[config.mk]
export PLATFORM = sky130hd
export DESIGN_NAME = conv_window_seq
export DESIGN_NICKNAME = d
export VERILOG_FILES = /design/src/rtl/cnn_pkg.sv /design/src/rtl/conv_stall_counter.sv /design/src/rtl/conv_window_seq.sv
export SDC_FILE = /design/constraint.sdc
export NUM_CORES = 1
export LEC_CHECK = 0
export CORE_UTILIZATION = 28
export CTS_CLUSTER_SIZE = 12
export DETAILED_ROUTE_END_ITERATION = 10
export PLACE_DENSITY = 0.56
export SKIP_LAST_GASP = 1
export SLEW_MARGIN = 20
export SYNTH_ARGS = -nofsm -noshare
export SYNTH_HDL_FRONTEND = slang
export SYNTH_HIERARCHICAL = 1
export SYNTH_SLANG_ARGS = --single-unit
[constraint.sdc]
create_clock -name clk -period 5.9 [get_ports clk]
set_input_delay 1.77 -clock clk [delete_from_list [all_inputs] [get_ports clk]]
set_output_delay 1.77 -clock clk [all_outputs]
set_load 0.03 [all_outputs]
[src/rtl/cnn_pkg.sv]
// Shared types and defaults for the 1-D convolution window sequencer.
package cnn_pkg;

    // Sequencer control states
    typedef enum logic [1:0] {
        StIdle,
        StLoad,
        StStep,
        StDone
    } seq_state_e;

    localparam int unsigned N_DEFAULT = 16;
    localparam int unsigned M_DEFAULT = 4;

    // Address width for a memory of the given depth, never narrower than one bit
    function automatic int unsigned addr_width(input int unsigned depth);
        return (depth > 1) ? $clog2(depth) : 1;
    endfunction

endpackage

[src/rtl/conv_stall_counter.sv]
// Saturating 16-bit count of cycles the MAC stage held off a presented tap.
module conv_stall_counter (
    input  logic        clk,
    input  logic        reset,
    input  logic        clear,
    input  logic        inc,
    output logic [15:0] count
);

    // Clear on reset or new pass, otherwise count stalls and stick at all-ones
    always_ff @(posedge clk) begin
        if (reset || clear) begin
            count <= '0;
        end else if (inc && (count != 16'hFFFF)) begin
            count <= count + 16'd1;
        end
    end

endmodule

[src/rtl/conv_window_seq.sv]
// Walks the loaded sample memory through every 1-D convolution window,
// stepping sample and filter-tap addresses together and presenting each tap
// to the MAC stage over valid/ready.
// Optional feature: CONV_SEQ_STALL_CNT_EN adds the stall_cnt output.
module conv_window_seq
    import cnn_pkg::*;
#(
    parameter int unsigned N        = N_DEFAULT,
    parameter int unsigned M        = M_DEFAULT,
    parameter int unsigned ADDR_W   = addr_width(N),
    parameter int unsigned F_ADDR_W = addr_width(M)
) (
    input  logic                clk,
    input  logic                reset,
    input  logic                start,
    input  logic                m_ready,
    output logic                en_ext_ctrl,
    output logic                ext_load_addr,
    output logic [ADDR_W-1:0]   ext_load_addr_val,
    output logic                ext_incr_addr,
    output logic [F_ADDR_W-1:0] f_addr,
    output logic                tap_valid,
    output logic                tap_last,
    output logic                busy,
`ifdef CONV_SEQ_STALL_CNT_EN
    output logic [15:0]         stall_cnt,
`endif
    output logic                done
);

    localparam logic [F_ADDR_W-1:0] TAP_LAST  = F_ADDR_W'(M - 1);
    localparam logic [ADDR_W-1:0]   BASE_LAST = ADDR_W'(N - M);

    seq_state_e          state;
    logic [ADDR_W-1:0]   base;
    logic [F_ADDR_W-1:0] tap;

    // State and window/tap counters; everything advances only on an accepted tap
    always_ff @(posedge clk) begin
        if (reset) begin
            state <= StIdle;
            base  <= '0;
            tap   <= '0;
        end else begin
            unique case (state)
                StIdle: begin
                    if (start) begin
                        state <= StLoad;
                        base  <= '0;
                        tap   <= '0;
                    end
                end
                StLoad: state <= StStep;
                StStep: begin
                    if (m_ready) begin
                        if (tap != TAP_LAST) begin
                            tap <= tap + 1'b1;
                        end else if (base != BASE_LAST) begin
                            base <= base + 1'b1;
                            tap  <= '0;
                        end else begin
                            state <= StDone;
                        end
                    end
                end
                StDone:  state <= StIdle;
                default: state <= StIdle;
            endcase
        end
    end

    // Output decode from registered state/counters and m_ready only
    always_comb begin
        en_ext_ctrl       = 1'b0;
        ext_load_addr     = 1'b0;
        ext_load_addr_val = '0;
        ext_incr_addr     = 1'b0;
        f_addr            = '0;
        tap_valid         = 1'b0;
        tap_last          = 1'b0;
        busy              = 1'b0;
        done              = 1'b0;
        unique case (state)
            StLoad: begin
                en_ext_ctrl   = 1'b1;
                ext_load_addr = 1'b1;
                busy          = 1'b1;
            end
            StStep: begin
                en_ext_ctrl = 1'b1;
                busy        = 1'b1;
                tap_valid   = 1'b1;
                f_addr      = tap;
                tap_last    = (tap == TAP_LAST);
                if (m_ready) begin
                    if (tap != TAP_LAST) begin
                        ext_incr_addr = 1'b1;
                    end else if (base != BASE_LAST) begin
                        // Next window base replaces the increment: no bubble between windows
                        ext_load_addr     = 1'b1;
                        ext_load_addr_val = base + 1'b1;
                    end
                end
            end
            StDone:  done = 1'b1;
            default: ;
        endcase
    end

`ifdef CONV_SEQ_STALL_CNT_EN
    conv_stall_counter u_stall_counter (
        .clk   (clk),
        .reset (reset),
        .clear ((state == StIdle) && start),
        .inc   ((state == StStep) && !m_ready),
        .count (stall_cnt)
    );
`endif

endmodule
; ---- Word level (Yosys, flattened, before mapping)
; Cells that the tools add are included.
[op_classes]
mux = 31
n_reduce_logical = 6
n_eq_ne = 12
addsub = 2
[ops]
columns = operator, count
row1 = $mux 4, 8
row2 = $mux 2, 9
row3 = $ne 2x2->1 const B, 6
row4 = $mux 1, 10
row5 = $pmux 2 s4, 1
row6 = $pmux 4 s2, 1
row7 = $reduce_and 4->1, 2
row8 = $eq 2x2->1 const B, 3
row9 = $reduce_and 5->1, 1
row10 = $add 4x1->4 const B, 1
row11 = $ne 4x4->1 const B, 1
row12 = $pmux 2 s2, 1
row13 = $ne 3x3->1 const B, 1
row14 = $add 2x1->2 const B, 1
row15 = $eq 2x1->1 const B, 1
row16 = $logic_not 2->1, 1
row17 = $pmux 1 s2, 1
row18 = $reduce_bool 2->1, 1
row19 = $reduce_or 2->1, 1
[totals]
ff_bits = 8
wordCells = 54

; ---- Logic depth before layout (Yosys ltp)
[logic_depth]
ltp_word = 5
ltp_mapped = 7
ltp_nobuf = 6

; ---- Least setup slack after synthesis
; OpenSTA, ideal clock, no wires.
[synth_path]
path_kind = input to output
start = input m_ready
end = output ext_load_addr
t_arrival_ps = 2795
cell_stages = 3
setup_slack_ps = 1335
path_buffers = 0
path_cell_list = nand2_1 > or3b_1 > a21boi_1
[synth_between]
elab_chain_cells = 2
[synth_lines]
columns = element, line_no
row1 = from (decl), conv_window_seq.sv:16  ; input logic m_ready,
row2 = $mux 1, conv_window_seq.sv:95  ; if (m_ready) begin
row3 = $pmux 1 s2, conv_window_seq.sv:83  ; unique case (state)
row4 = to (decl), conv_window_seq.sv:18  ; output logic ext_load_addr,
; Every way passes these cells.

; ---- Final worst setup path
; Ends and elaborated chain as after synthesis.

==> flow_metrics.env <==
export IMPL_die_height_um=48.32
export IMPL_powerDensity_mw_per_mm2=294.4
export IMPL_post_cts_resized=0
export IMPL_tightest_slew_ns=0.4720
export IMPL_drc=0
export IMPL_clockBufferDepth=2
export IMPL_hold_start="state[1]"
export IMPL_grt_max_degree=16
export IMPL_cts_htree_levels=1
export IMPL_crit_required_ns=4.13
export IMPL_core_mm2=0.001982
export IMPL_avgSynthCellArea_um2=8.008
export IMPL_hp_class="flop to flop"
export IMPL_rr_startpoint="state[0]"
export IMPL_fin_tns_setup_ns=0
export IMPL_fin_area_um2=800.8
export IMPL_synth_ff_type="dfxtp_1"
export IMPL_syn_area_um2=600.6
export IMPL_antenna_found_initial=0
export IMPL_ctsHoldBuffers=0
export IMPL_ys_seq_area_frac=0.2667
export IMPL_numCtsBuffers=3
export IMPL_seqPwrFrac=0.278
export IMPL_yosysWarningCount=6
export IMPL_worstSetupEndpointType="primary output"
export IMPL_synth_seq_cells=8
export IMPL_routedWlPerCell_um=10.51
export IMPL_status="finished, final reports clean"
export IMPL_insertion_delay_ns=0.25
export IMPL_place_area_um2=778.2
export IMPL_root_buffer="clkbuf_4"
export IMPL_grt_overflow=0
export IMPL_drt_wl_total_um=1240
export IMPL_p_int_w=0.0001378
export IMPL_skew_ns=0.0002732
export IMPL_vias_per_cell=4.593
export IMPL_dp_final_hpwl_um=932.1
export IMPL_initial_core_util=0.3030
export IMPL_comb_power_share=0.549
export IMPL_yosysTopAreaCell="dfxtp_1"
export IMPL_postLayoutCoreUtil=0.4040
export IMPL_synth_area_leaders="dfxtp_1, ha_1, nor2_1, mux2i_1, inv_1"
export IMPL_synthCells=75
export IMPL_rsz0062_at_grt="false"
export IMPL_cp_arrival_ns=3.77
export IMPL_drive_above_1_share=0.04396
export IMPL_critPathMaxFanout=5
export IMPL_die_width_um=48.32
export IMPL_finalNetCount=104
export IMPL_finalCritPeriodShare=0.9383
export IMPL_drv_slew=0
export IMPL_clock_sinks=8
export IMPL_cp_start_kind="primary input"
export IMPL_vias=542
export IMPL_row_count=16
export IMPL_cap_violations=0
export IMPL_synth_edff_count=0
export IMPL_first_pass_iters=4
export IMPL_ant_nets=0
export IMPL_max_freq_mhz=180.6
export IMPL_cts_tree="done"
export IMPL_hold_viol=0
export IMPL_grt_pass1_wl_um=2125
export IMPL_setup_worst_path_start="m_ready"
export IMPL_num_fill_cells=202
export IMPL_io_pin_count=17
export IMPL_p_switching_w=0.00009795
export IMPL_port_buffers=16
export IMPL_cts_setup_buffers=0
export IMPL_area_delta_synth_final_pct=33.33
export IMPL_hold_ws_ns=0.5151
export IMPL_max_vdd_ir_drop_uv=197.0
export IMPL_yosysTopAreaCellShare=0.2667
export IMPL_synthesis_nets=86
export IMPL_finalCriticalPeriod_ns=5.536
export IMPL_relSlewSlack=0.6853
export IMPL_power_leakage_nw=0.3206
export IMPL_grtUsageTotal=0.1185
export IMPL_die_area_mm2=0.002334
export IMPL_synth_distinct_cells=29
export IMPL_clk_pin_slew_ns=0.05
export IMPL_diodes=0
export IMPL_gp_congestion=0.7358
export IMPL_finalSetupViolCount=0
export IMPL_clock_power_share=0.173
export IMPL_drt_iter0_drc=10
export IMPL_grt_pass1_vias=490
export IMPL_critPathKind="primary input to primary output"
export IMPL_netSwitchingFraction=0.4156
export IMPL_synthArstFlopShare=0
## stage by stage
stage	instances	power [W]	setup WS (ns)
after floorplan	75	0.0001633	1.336
after global placement	115	0.0001970	0.3990
after detailed placement	115	0.0001961	0.3985
after CTS	118	0.0002400	0.3743
after global routing	118	0.0002532	0.2977
final	118	0.0002357	0.3639
## worst max-delay path, stage by stage
cell and delay [ns]:
clkdlybuf4s50_1 0.52, nand2_1 0.14, or3b_1 0.49, a21boi_1 0.17, clkdlybuf4s50_1 0.68
## power groups by stage
stage	clock, W	sequential [W]	combinational (W)
2_1_floorplan	0	0.0000652	0.0000981
3_3_place_gp	0	0.0000668	0.000130
3_5_place_dp	0	0.0000667	0.000129
4_1_cts	0.0000436	0.0000656	0.000131
5_1_grt	0.0000478	0.0000666	0.000139
6_report	0.0000407	0.0000655	0.000129
## layout make-up
class	instances	area [um^2]	area share
Tap cell	27	33.78	0.04219
Multi-Input combinational cell	57	397.9	0.4969
Clock buffer	3	22.52	0.02812
Inverter	7	26.28	0.03281
Timing Repair Buffer	16	160.2	0.2000
Sequential cell	8	160.2	0.2000
## state kept, by name, indices dropped and copies added (netlist names)
register,flops
base,4
state,2
tap,2
## cells by family after synthesis
kind of cell,Yosys count,share of synthesized area
XOR/XNOR,2,0.02917
flip-flops,8,0.2667
adder cells (fa/ha/maj),7,0.1458
buffers and inverters,10,0.07083
AND/OR/NAND/NOR,34,0.3021
multiplexers,5,0.08542
AO/OA/AOI/OAI,9,0.1000
## Yosys cell counts, types with 2 or more instances
| library cell | n |
|---|---|
| ha_1 | 7 |
| nor2b_1 | 2 |
| nand2_1 | 5 |
| inv_1 | 7 |
| a21oi_1 | 3 |
| mux2i_1 | 4 |
| nand2b_1 | 2 |
| dfxtp_1 | 8 |
| nor2_1 | 12 |
| nand3_1 | 3 |
| and2_1 | 4 |
## routing by layer
layer	wire, um	GRT usage
met4	9	0.07353
met1	622	0.1615
met5	0	0
met2	528	0.1667
met3	80	0.02830
## worst paths after layout
path,endpoint,slack (ns),cells after the start
hold reg to reg,state[1],0.52,2
setup reg to reg,base[1],3.96,6
hold / removal,state[1],0.52,2
setup / recovery,ext_load_addr,0.36,5
## cells in the final DEF, fill, tap and decap left out, types with 2 or more instances in the layout
cell type / netlist / layout
clkdlybuf4s50_1: 0 / 16
nor2_1: 12 / 12
dfxtp_1: 8 / 8
inv_1: 7 / 7
ha_1: 7 / 7
nand2_1: 5 / 5
and2_1: 4 / 4
mux2i_1: 4 / 4
nand3_1: 3 / 3
a21oi_1: 3 / 3
clkbuf_4: 0 / 3
nor2b_1: 2 / 2
nand2b_1: 2 / 2
(Power assumes the default switching activity.)
==> edit: new RTL, same flow settings <==
Build with the macro `CONV_SEQ_STALL_CNT_EN` defined.
--- a/src/rtl/conv_window_seq.sv
+++ b/src/rtl/conv_window_seq.sv
@@ -3,4 +3,6 @@
 // to the MAC stage over valid/ready.
 // Optional feature: CONV_SEQ_STALL_CNT_EN adds the stall_cnt output.
+`define CONV_SEQ_STALL_CNT_EN
+
 module conv_window_seq
     import cnn_pkg::*;
Function (old outputs only; new: stall_cnt): kept (Yosys induction, for registers that start in step).
==> edit against the unedited design <==
Total power increased by 120%. Worst setup slack improved by 0.35 ns. Non-clock buffer count increased by 16. Synthesized area increased by 140%. Routed wire length increased to 2.7 times the old value. Sequential cell count increased by 16. Clock skew increased by 0.0050 ns. Maximum frequency increased by 6.8%. Design area increased by 140%. Critical path type unchanged. Largest cell class unchanged. Largest power group unchanged.
==> edit: results (changes against the unedited design) <==
routability congestion estimate -> 0.7967 (+8.3%)
Max-slew headroom -> 59.06% (-9.5 points)
Hold Path Origin -> tap[1]
first-iteration detailed-routing DRC count -> 82 (+72)
Area contributors post-synth -> dfxtp_1, ha_1, a21oi_1, nor2_1, or3_1
largest registers -> u_stall_counter/count x16, base x4
Hold Path Sink -> tap[1]
first-pass GRT wire length -> 5.623 mm (+160%)
final setup margin -> 0.7163 ns (+0.3524 ns)
PortBufs -> 32 (+16)
total number of vias -> 1341 (+150%)
number of global-route vias before repair -> 1205 (+150%)
Post-Synth XOR/XNOR Area -> 3.002% (+0.085 points)
Yosys cell types -> 46 (+59%)
overall routing resource usage -> 13.31% (+1.5 points)
layout cell share with drive strength beyond 1 -> 5.970% (+1.6 points)
status -> completed
worst-path fanout max -> 4 (-1)
clock skew -> 0.005270 ns (+0.004997 ns)
worst reg2reg path depth -> 7 (+1)
Clk Latency, worst-skew pair -> 0.27 ns (+0.02 ns)
fin nets -> 215 (+110%)
Worst IR Drop VDD -> 0.0001666 V (-15%)
Clock Pin Slew Worst Setup and Hold Paths -> 0.09 ns (+0.04 ns)
Post-DP HPWL -> 2.427 mm (+160%)
synthesized-area fraction occupied by adder cells -> 7.719% (-6.9 points)
Seq/Total Area, Yosys -> 32.93% (+6.3 points)
clk root buf -> clkbuf_8
FF-to-FF setup slack -> 3.23 ns (-0.73 ns)
## edit: cell families after synthesis
kind of cell / Yosys count
muxes: 1
and+or+nand+nor: 79
xor gates and xnor gates: 5
adders and majority gates: 9
DFF: 24
buffers and inverters: 12
AOI/OAI and AO/OA: 40
## edit: area by class of cell
cell class	instances	area, um^2
inverters	7	26.28
well taps	67	83.83
clock buffers	4	55.05
repair buffers	32	320.3
flip-flops and latches	24	480.5
multi-input cells	134	928.4
fillers	528	2985
## edit: per-stage QoR
step                      hold WS, ns  std cells  area, um^2   power, W
after global placement         0.4836        264        1839  0.0004092
after global routing           0.5339        268        1894  0.0005518
after CTS                      0.5083        268        1894  0.0005258
final                          0.5053        268        1894  0.0005183
after detailed placement       0.4948        264        1839  0.0004071
after floorplan                0.4555        170        1459  0.0003500
## edit: where the power goes
group | switching (W) | leakage [nW] | internal [W] | total (W)
Sequential | 0.00000859 | 0.194 | 0.000171 | 0.000180
Combinational | 0.000132 | 0.460 | 0.0000905 | 0.000222
Clock | 0.0000566 | 0.0288 | 0.0000597 | 0.000116
## edit: worst reg2reg max path, stage by stage (launching register included)
cell	delay, ns
dfxtp_1	0.35
inv_1	0.11
ha_1	0.41
nor2b_1	0.56
nand4_1	0.27
a211oi_1	0.48
a31oi_1	0.16
a41o_1	0.22
## edit: how the worst max path moves through the flow
stage | startpoint | to | cells after the start
2_1_floorplan | m_ready | ext_load_addr | 3
3_3_place_gp | m_ready | ext_load_addr_val[3] | 5
3_5_place_dp | m_ready | ext_load_addr_val[2] | 5
4_1_cts | m_ready | ext_load_addr_val[2] | 5
5_1_grt | m_ready | ext_load_addr_val[3] | 5
6_report | m_ready | ext_load_addr_val[2] | 5
## edit: layer usage
layer	GRT usage [%]	share of wire, %	vias up
li1	-	-	707
met4	7.051	2.2	0
met2	18.69	40	18
met3	1.762	2.7	5
met5	0	0	-
met1	19.52	55	611
